--- src/rtl/temp_bram_drain_if.sv ---
// Output row stream of the temp buffer drain sequencer.
// Master drives rows; slave returns ready.
interface temp_bram_drain_if #(
    parameter int DATA_WIDTH = 64,
    parameter int ADDR_WIDTH = 3
);
    logic [DATA_WIDTH-1:0] data;
    logic                  valid;
    logic                  ready;
    logic                  last;
    logic [ADDR_WIDTH-1:0] idx;

    modport master (
        output data,
        output valid,
        output last,
        output idx,
        input  ready
    );

    modport slave (
        input  data,
        input  valid,
        input  last,
        input  idx,
        output ready
    );
endinterface

--- src/rtl/temp_bram_drain.sv ---
// Temp buffer read sequencer: issues reads 0..MAC_NUM-1 and
// streams the rows through a 2-entry FIFO with credit-based issue.
module temp_bram_drain #(
    parameter int MAC_NUM    = 8,
    parameter int DATA_WIDTH = 64,
    parameter int ADDR_WIDTH = $clog2(MAC_NUM)
) (
    input  logic                  clk_i,
    input  logic                  rst_i,
    input  logic                  start_i,
    output logic                  busy_o,
    output logic                  done_o,
    output logic                  rd_temp_en_o,
    output logic [ADDR_WIDTH-1:0] rd_temp_addr_o,
    input  logic [DATA_WIDTH-1:0] data_i,
    temp_bram_drain_if.master     m
);

    localparam logic [ADDR_WIDTH-1:0] LAST_IDX =
        ADDR_WIDTH'(MAC_NUM - 1);

    typedef enum logic [1:0] {
        S_IDLE,
        S_READ,
        S_DRAIN
    } state_e;

    state_e state_q;
    state_e state_d;

    logic [ADDR_WIDTH-1:0] addr_q;
    logic [ADDR_WIDTH-1:0] pend_idx_q;
    logic                  pend_q;
    logic                  done_q;

    logic [DATA_WIDTH-1:0] fifo_data [2];
    logic [ADDR_WIDTH-1:0] fifo_idx  [2];
    logic                  fifo_last [2];
    logic                  wr_ptr_q;
    logic                  rd_ptr_q;
    logic [1:0]            cnt_q;

    logic       issue;
    logic       push;
    logic       pop;
    logic       head_last;
    logic [1:0] occ;

    assign push      = pend_q;
    assign pop       = m.valid && m.ready;
    assign head_last = fifo_last[rd_ptr_q];
    // Rows held plus the one read still returning from the buffer.
    assign occ       = cnt_q + {1'b0, pend_q};

    assign m.valid = (cnt_q != 2'd0);
    assign m.data  = fifo_data[rd_ptr_q];
    assign m.idx   = fifo_idx[rd_ptr_q];
    assign m.last  = head_last;

    assign rd_temp_addr_o = addr_q;
    assign done_o         = done_q;

    always_ff @(posedge clk_i) begin
        if (rst_i) begin
            state_q <= S_IDLE;
        end else begin
            state_q <= state_d;
        end
    end

    always_comb begin
        state_d = state_q;
        unique case (state_q)
            S_IDLE: begin
                if (start_i) state_d = S_READ;
            end
            S_READ: begin
                if (issue && addr_q == LAST_IDX) begin
                    state_d = S_DRAIN;
                end
            end
            S_DRAIN: begin
                if (pop && head_last) state_d = S_IDLE;
            end
            default: state_d = S_IDLE;
        endcase
    end

    always_comb begin
        issue  = 1'b0;
        busy_o = (state_q != S_IDLE);
        if (state_q == S_READ) begin
            issue = ((occ - {1'b0, pop}) < 2'd2);
        end
        rd_temp_en_o = issue;
    end

    // The counter parks on the final address so the bus holds it.
    always_ff @(posedge clk_i) begin
        if (rst_i) begin
            addr_q     <= '0;
            pend_q     <= 1'b0;
            pend_idx_q <= '0;
            done_q     <= 1'b0;
        end else begin
            if (state_q == S_IDLE && start_i) begin
                addr_q <= '0;
            end else if (issue && addr_q != LAST_IDX) begin
                addr_q <= addr_q + 1'b1;
            end
            pend_q <= issue;
            if (issue) pend_idx_q <= addr_q;
            done_q <= (state_q == S_DRAIN) && pop && head_last;
        end
    end

    always_ff @(posedge clk_i) begin
        if (rst_i) begin
            wr_ptr_q <= 1'b0;
            rd_ptr_q <= 1'b0;
            cnt_q    <= 2'd0;
            for (int i = 0; i < 2; i++) begin
                fifo_data[i] <= '0;
                fifo_idx[i]  <= '0;
                fifo_last[i] <= 1'b0;
            end
        end else begin
            if (push) begin
                fifo_data[wr_ptr_q] <= data_i;
                fifo_idx[wr_ptr_q]  <= pend_idx_q;
                fifo_last[wr_ptr_q] <= (pend_idx_q == LAST_IDX);
                wr_ptr_q            <= ~wr_ptr_q;
            end
            if (pop) rd_ptr_q <= ~rd_ptr_q;
            cnt_q <= cnt_q + {1'b0, push} - {1'b0, pop};
        end
    end

endmodule
--- src/flat_wrapper.sv ---
// flat-port wrapper written by rule: the top's interface ports become plain ports
module temp_bram_drain_flat 
#(
    parameter int MAC_NUM    = 8,
    parameter int DATA_WIDTH = 64,
    parameter int ADDR_WIDTH = $clog2(MAC_NUM)
)
  (clk_i, rst_i, start_i, busy_o, done_o, rd_temp_en_o, rd_temp_addr_o, data_i, m_data, m_valid, m_last, m_idx, m_ready);
  temp_bram_drain_if #(.DATA_WIDTH(DATA_WIDTH), .ADDR_WIDTH(ADDR_WIDTH)) m_i ();
  input  logic clk_i;
  input  logic rst_i;
  input  logic start_i;
  output logic busy_o;
  output logic done_o;
  output logic rd_temp_en_o;
  output logic [ADDR_WIDTH-1:0] rd_temp_addr_o;
  input  logic [DATA_WIDTH-1:0] data_i;
  output wire logic [$bits(m_i.data)-1:0] m_data;
  output wire logic [$bits(m_i.valid)-1:0] m_valid;
  output wire logic [$bits(m_i.last)-1:0] m_last;
  output wire logic [$bits(m_i.idx)-1:0] m_idx;
  input wire logic [$bits(m_i.ready)-1:0] m_ready;
  assign m_data = m_i.data;
  assign m_valid = m_i.valid;
  assign m_last = m_i.last;
  assign m_idx = m_i.idx;
  assign m_i.ready = m_ready;
  temp_bram_drain #(.MAC_NUM(MAC_NUM), .DATA_WIDTH(DATA_WIDTH), .ADDR_WIDTH(ADDR_WIDTH)) u_core (.clk_i(clk_i), .rst_i(rst_i), .start_i(start_i), .busy_o(busy_o), .done_o(done_o), .rd_temp_en_o(rd_temp_en_o), .rd_temp_addr_o(rd_temp_addr_o), .data_i(data_i), .m(m_i));
endmodule
--- config.mk ---
export PLATFORM = sky130hd
export DESIGN_NAME = temp_bram_drain_flat
export DESIGN_NICKNAME = d
export VERILOG_FILES = /design/src/rtl/temp_bram_drain_if.sv /design/src/rtl/temp_bram_drain.sv /design/src/flat_wrapper.sv
export SDC_FILE = /design/constraint.sdc
export NUM_CORES = 1
export LEC_CHECK = 0
export BUFFER_PORTS_ARGS = -buffer_cell sky130_fd_sc_hd__buf_2
export CAP_MARGIN = 40
export CORE_MARGIN = 4
export CORE_UTILIZATION = 44
export DETAILED_ROUTE_END_ITERATION = 16
export GPL_ROUTABILITY_DRIVEN = 0
export PLACE_DENSITY_LB_ADDON = 0.12
export SLEW_MARGIN = 20
export SYNTH_ARGS = -nofsm -noshare
export SYNTH_HDL_FRONTEND = slang
export SYNTH_SLANG_ARGS = --single-unit
--- constraint.sdc ---
create_clock -name clk_i -period 3.29 [get_ports clk_i]
set_clock_uncertainty 0.2 [all_clocks]
set_input_delay 0.1645 -clock clk_i [delete_from_list [all_inputs] [get_ports clk_i]]
set_output_delay 0.1645 -clock clk_i [all_outputs]
set_load 0.05 [all_outputs]
* Yosys cells after proc, flatten, opt, wreduce, memory -nomap -nowiden *
Memories as Yosys holds them, arrays and structs flattened. A register that Yosys moved wholly into a read port is not among the register bits.
Cells that the tools add are included.

storage, ports and cells
  flip-flop bits (word level) = 14
  memory bits (writable) = 136
  bits of input ports = 68
  memories = 3

operators by class
  $add $sub $neg = 3
  order comparisons = 1
  eq/ne operators = 8
  muxes and demuxes = 25
  bitwise operators = 2
  reductions and logical operators = 15

memories
  memory            depth  bits a word  rd ports  clocked after Yosys merged registers in  wr ports  line                   source
  u_core.fifo_data  2      64           1         1                                        2         temp_bram_drain.sv:36  logic [DATA_WIDTH-1:0] fifo_data [2];
  u_core.fifo_idx   2      3            1         1                                        2         temp_bram_drain.sv:37  logic [ADDR_WIDTH-1:0] fifo_idx [2];
  u_core.fifo_last  2      1            1         1                                        2         temp_bram_drain.sv:38  logic fifo_last [2];

operators with widths
  operator               number
  $mux W64               1
  $reduce_or A64 Y1      1
  $mux W1                19
  $logic_and A1 B1 Y1    7
  $eq A3 B3 Y1 const B   2
  $mux W2                3
  $pmux W2 S3            1
  $ne A2 B1 Y1 const B   2
  $reduce_bool A2 Y1     2
  $add A3 B1 Y3 const B  1
  $mux W3                1
  $ne A3 B3 Y1 const B   1
  $reduce_and A3 Y1      1
  $reduce_or A3 Y1       1
  $add A2 B1 Y2          1
  $eq A2 B1 Y1 const B   1
  $eq A2 B2 Y1 const B   1
  $logic_not A2 Y1       1
  $lt A2 B2 Y1 const B   1
  $ne A2 B2 Y1 const B   1
  $not A1 Y1             2
  $reduce_or A2 Y1       1
  $sub A2 B1 Y2          1
  $reduce_or A1 Y1       1

* Depth between registers and ports, before layout *
  word-level depth = 8
  mapped depth = 7

* Least setup slack after synthesis *
Ideal clock, no wire load.

  path type = input-to-reg
  start = input rst_i
  end = memory u_core.fifo_data[0][0] (enable)
  setup time = 0.425 ns
  data arrival time = 2.022 ns
  data required time = 2.665 ns
  setup slack = 0.643 ns
  stages on the path = 3
  cell sequence = buf_2 clkbuf_1 a21o_1

RTL lines
  element             line                   source
  start: declaration  flat_wrapper.sv:11     input logic rst_i;
  end: declaration    temp_bram_drain.sv:36

* Worst setup path in the final report *
  start = register u_core.cnt_q[1]
  end = output rd_temp_en_o

on the way
  longest elaborated chain between the ends = 5
  elaborated cells on any way between the ends = 6

RTL lines
  element                                                line                    source
  start: declaration                                     temp_bram_drain.sv:41   logic [1:0] cnt_q;
  start signal: assignment                               temp_bram_drain.sv:135  cnt_q <= cnt_q + {1'b0, push} - {1'b0, pop};
  branches (longest 2 deep; another with $add A2 B1 Y2)  -
  $sub A2 B1 Y2 *                                        temp_bram_drain.sv:93   issue = ((occ - {1'b0, pop}) < 2'd2);
  $lt A2 B2 Y1 *                                         temp_bram_drain.sv:93
  $mux W1 *                                              temp_bram_drain.sv:92   if (state_q == S_READ) begin
  end: declaration                                       flat_wrapper.sv:15      output logic rd_temp_en_o;

Every way passes the cells marked *.

==> flow_metrics.tcl <==
set metrics [dict create \
    detailedPlacementHpwl_um 8000 \
    area_growth_pct 34.7 \
    crit_path_start "u_core.cnt_q[1]" \
    outcome "completed" \
    drtAntennaViolNets 0 \
    detailroute.via_count 4061 \
    timing.max_slew.rel_slack 0.471 \
    syn_nets 511 \
    cts_max_level 4 \
    clock-sinks 151 \
    critical_path_arrival_ns 2.28 \
    cts.root.buffer_cell "sky130_fd_sc_hd__clkbuf_16" \
    synth.yosys.warnings 0 \
    rsz0062_at_grt "no" \
    drcViolationCount 0 \
    cts_resized 0 \
    grt.overflow.total 0 \
    power.ir.vdd_worst_mv 0.389 \
    cts-buffers-inserted 17 \
    design.final.nets 722 \
    crit_path_end_kind "primary output" \
    cellPowerDensity_nw_per_um2 703 \
    grt_pass1_vias 4271 \
    final_common_cell "sky130_fd_sc_hd__buf_2" \
    critical-path-max-stage-delay_ns 0.34 \
    routed_wl_um 13400 \
    vias_per_cell 4.78 \
    worst_ep_required_time_ns 2.93 \
    floorplan.core_area_um2 14500 \
    post_synth_instance_area_um2 6550 \
    critical_path.startpoint_type "flop" \
    tritoncts_clock_tree "done" \
    die-width_um 130 \
    maxSlewViolCount 0 \
    tightestPinTransition_ns 0.792 \
    worstReg2RegStart "u_core.cnt_q[1]" \
    critPathMaxFanout 5 \
    firstDrtPassIters 4 \
    fp.dieArea_um2 16900 \
    cp.buffers_inverters 1 \
    crit_chain "or2_2 -> nand2_1 -> xnor2_1 -> ha_1 -> nand2b_1 -> mux2i_4 -> buf_2" \
    start_util 0.451 \
    max_clk_rate_ghz 0.379 \
    worstSetupPathType "flop to primary output" \
    timing_hold_violations_final 0 \
    cts_post_setup_buffers_inserted 0 \
    clk_pin_slew_ns 0.06 \
    maximum_clock_path_buffer_count 2 \
    rows 44 \
    worstHoldStart "u_core.rd_ptr_q" \
    static-leakage-power_nw 3.68 \
    yosys.cell_types.count 31 \
    synthesis_stage_register_bit_count 151 \
    max_cap_viol 0 \
    final_report_setup_violation_count 0 \
    ios 143 \
    critPathSlowestCell "sky130_fd_sc_hd__dfxtp_1" \
    finalSetupTns_ns 0 \
    io_buffers 142 \
    globalRouteTotalUtil 0.166 \
    hp-class "flop to flop" \
    grt_start_max_net_pins 69 \
    finalCritPeriodShare 0.802 \
    layout_min_cycle_time_ns 2.64 \
    insertion_delay_to_the_later_sink_of_the_worst_skew_pair_ns 0.41 \
    drt_iter0_markers 277 \
    wire_per_inst_um 15.8 \
    layout.core_utilization 0.607 \
    die_height_um 130 \
    synth_area_per_cell_um2 14.9 \
    most-common-layout-cells "142 x sky130_fd_sc_hd__buf_2, 136 x sky130_fd_sc_hd__edfxtp_1, 134 x sky130_fd_sc_hd__and2_1" \
    layout-drive-gt1-share 0.381 \
    critical_path.top_delay_family "simple AND/OR/NAND/NOR gates" \
    wire_length_of_the_first_global_routing_pass_um 21200 \
    initial_antenna_violation_count 1 \
    yosysSeqAreaShare 0.669 \
    syn_inst 440 \
]
## power breakdown
part | internal (mW) | switching, mW
registers | 2.26 | 0.108
clock network | 1.33 | 0.731
logic | 0.575 | 1.19
total | 4.17 | 2.03
## state kept, by name, indices dropped and copies added, names as in the netlist, named ones only
name	cells
u_core.cnt_q	2
u_core.rd_temp_addr_o	3
u_core.rd_ptr_q	1
u_core.state_q	2
u_core.fifo_idx	6
u_core.wr_ptr_q	1
u_core.pend_idx_q	3
u_core.pend_q	1
u_core.fifo_last	2
u_core.done_o	1
u_core.fifo_data	128
## worst reg2reg max path: stages (launching register included)
cell and delay [ns]:
sky130_fd_sc_hd__dfxtp_1 0.34, sky130_fd_sc_hd__or2_2 0.31, sky130_fd_sc_hd__nand2_1 0.12, sky130_fd_sc_hd__xnor2_1 0.09
sky130_fd_sc_hd__ha_1 0.24, sky130_fd_sc_hd__or3_1 0.38, sky130_fd_sc_hd__mux2i_1 0.35, sky130_fd_sc_hd__mux2i_1 0.22
## cell usage after synthesis
master,count,share of area
sky130_fd_sc_hd__nor2_1,7,0.0040
sky130_fd_sc_hd__o21ai_0,1,0.00076
sky130_fd_sc_hd__buf_2,6,0.0046
sky130_fd_sc_hd__mux2i_4,1,0.0034
sky130_fd_sc_hd__inv_1,2,0.0011
sky130_fd_sc_hd__and4_1,2,0.0027
sky130_fd_sc_hd__xnor2_1,2,0.0027
sky130_fd_sc_hd__edfxtp_1,136,0.62
sky130_fd_sc_hd__clkbuf_2,4,0.0031
sky130_fd_sc_hd__or2_2,2,0.0019
sky130_fd_sc_hd__nor3b_2,2,0.0038
sky130_fd_sc_hd__nand2_1,8,0.0046
sky130_fd_sc_hd__and4bb_1,1,0.0019
sky130_fd_sc_hd__nor2b_1,3,0.0029
sky130_fd_sc_hd__ha_1,3,0.0057
sky130_fd_sc_hd__a21o_1,1,0.0011
sky130_fd_sc_hd__or3_1,1,0.00096
sky130_fd_sc_hd__dfxtp_1,15,0.046
sky130_fd_sc_hd__mux2_2,68,0.12
sky130_fd_sc_hd__a31oi_1,1,0.00096
sky130_fd_sc_hd__o2bb2ai_1,1,0.0013
sky130_fd_sc_hd__clkbuf_1,14,0.0080
sky130_fd_sc_hd__mux2i_1,7,0.011
sky130_fd_sc_hd__nand3b_1,1,0.0011
sky130_fd_sc_hd__and2_1,134,0.13
sky130_fd_sc_hd__a21oi_4,1,0.0025
sky130_fd_sc_hd__a21oi_1,1,0.00076
sky130_fd_sc_hd__nor3b_1,1,0.0011
sky130_fd_sc_hd__xor2_1,2,0.0027
sky130_fd_sc_hd__and3_1,2,0.0019
sky130_fd_sc_hd__nand2b_1,10,0.0095
## area by class of cell
type                    instances  area [um2]
diodes                          1        2.50
clock inverters                15         209
flip-flops and latches        151        4390
fillers                      1181        5710
well taps                     184         230
clock buffers                  17         425
inverters                       2        7.51
repair buffers                216        1480
multi-input cells             263        2080
## per-stage QoR
step / cells / power, mW / cell area, um2 / hold slack [ns] / worst slack, ns
floorplan: 440 / 3.73 / 6550 / 0.163 / 0.643
global placement: 747 / 4.11 / 7480 / 0.249 / 1.07
detailed placement: 748 / 4.13 / 7510 / 0.254 / 0.979
CTS: 848 / 6.28 / 8820 / 0.314 / 0.622
global route: 849 / 6.47 / 8820 / 0.329 / 0.503
finish: 849 / 6.20 / 8820 / 0.309 / 0.650
## what timing repair did
| item | in CTS | in global routing |
|---|---|---|
| hold endpoints to repair | 140 | 0 |
| endpoints found under the setup margin | 0 | 0 |
| hold buffers | 68 | 0 |
## routing by layer
metal / up-vias / GRT usage / part of all wire
met5: - / 0 / 0
met4: 0 / 0.0556 / 0.010
met3: 14 / 0.0499 / 0.052
met2: 99 / 0.285 / 0.50
met1: 1963 / 0.200 / 0.44
li1: 1985 / - / -
## worst paths after layout
| kind | slack, ns | to | depth (start not counted) |
|---|---|---|---|
| min reg2reg | 0.31 | u_core.rd_ptr_q | 2 |
| max reg2reg | 0.98 | u_core.rd_temp_addr_o[1] | 7 |
| min | 0.31 | u_core.rd_ptr_q | 2 |
| max | 0.65 | rd_temp_en_o | 7 |
## logic make-up after synthesis
kind of cell    share of synthesized area
simple gates                        0.164
compound gates                    0.00745
buf+inv                            0.0168
fa+ha+maj                         0.00573
flops                               0.669
xor+xnor                          0.00535
mux                                 0.131
Power figures use the tool's default switching activity.
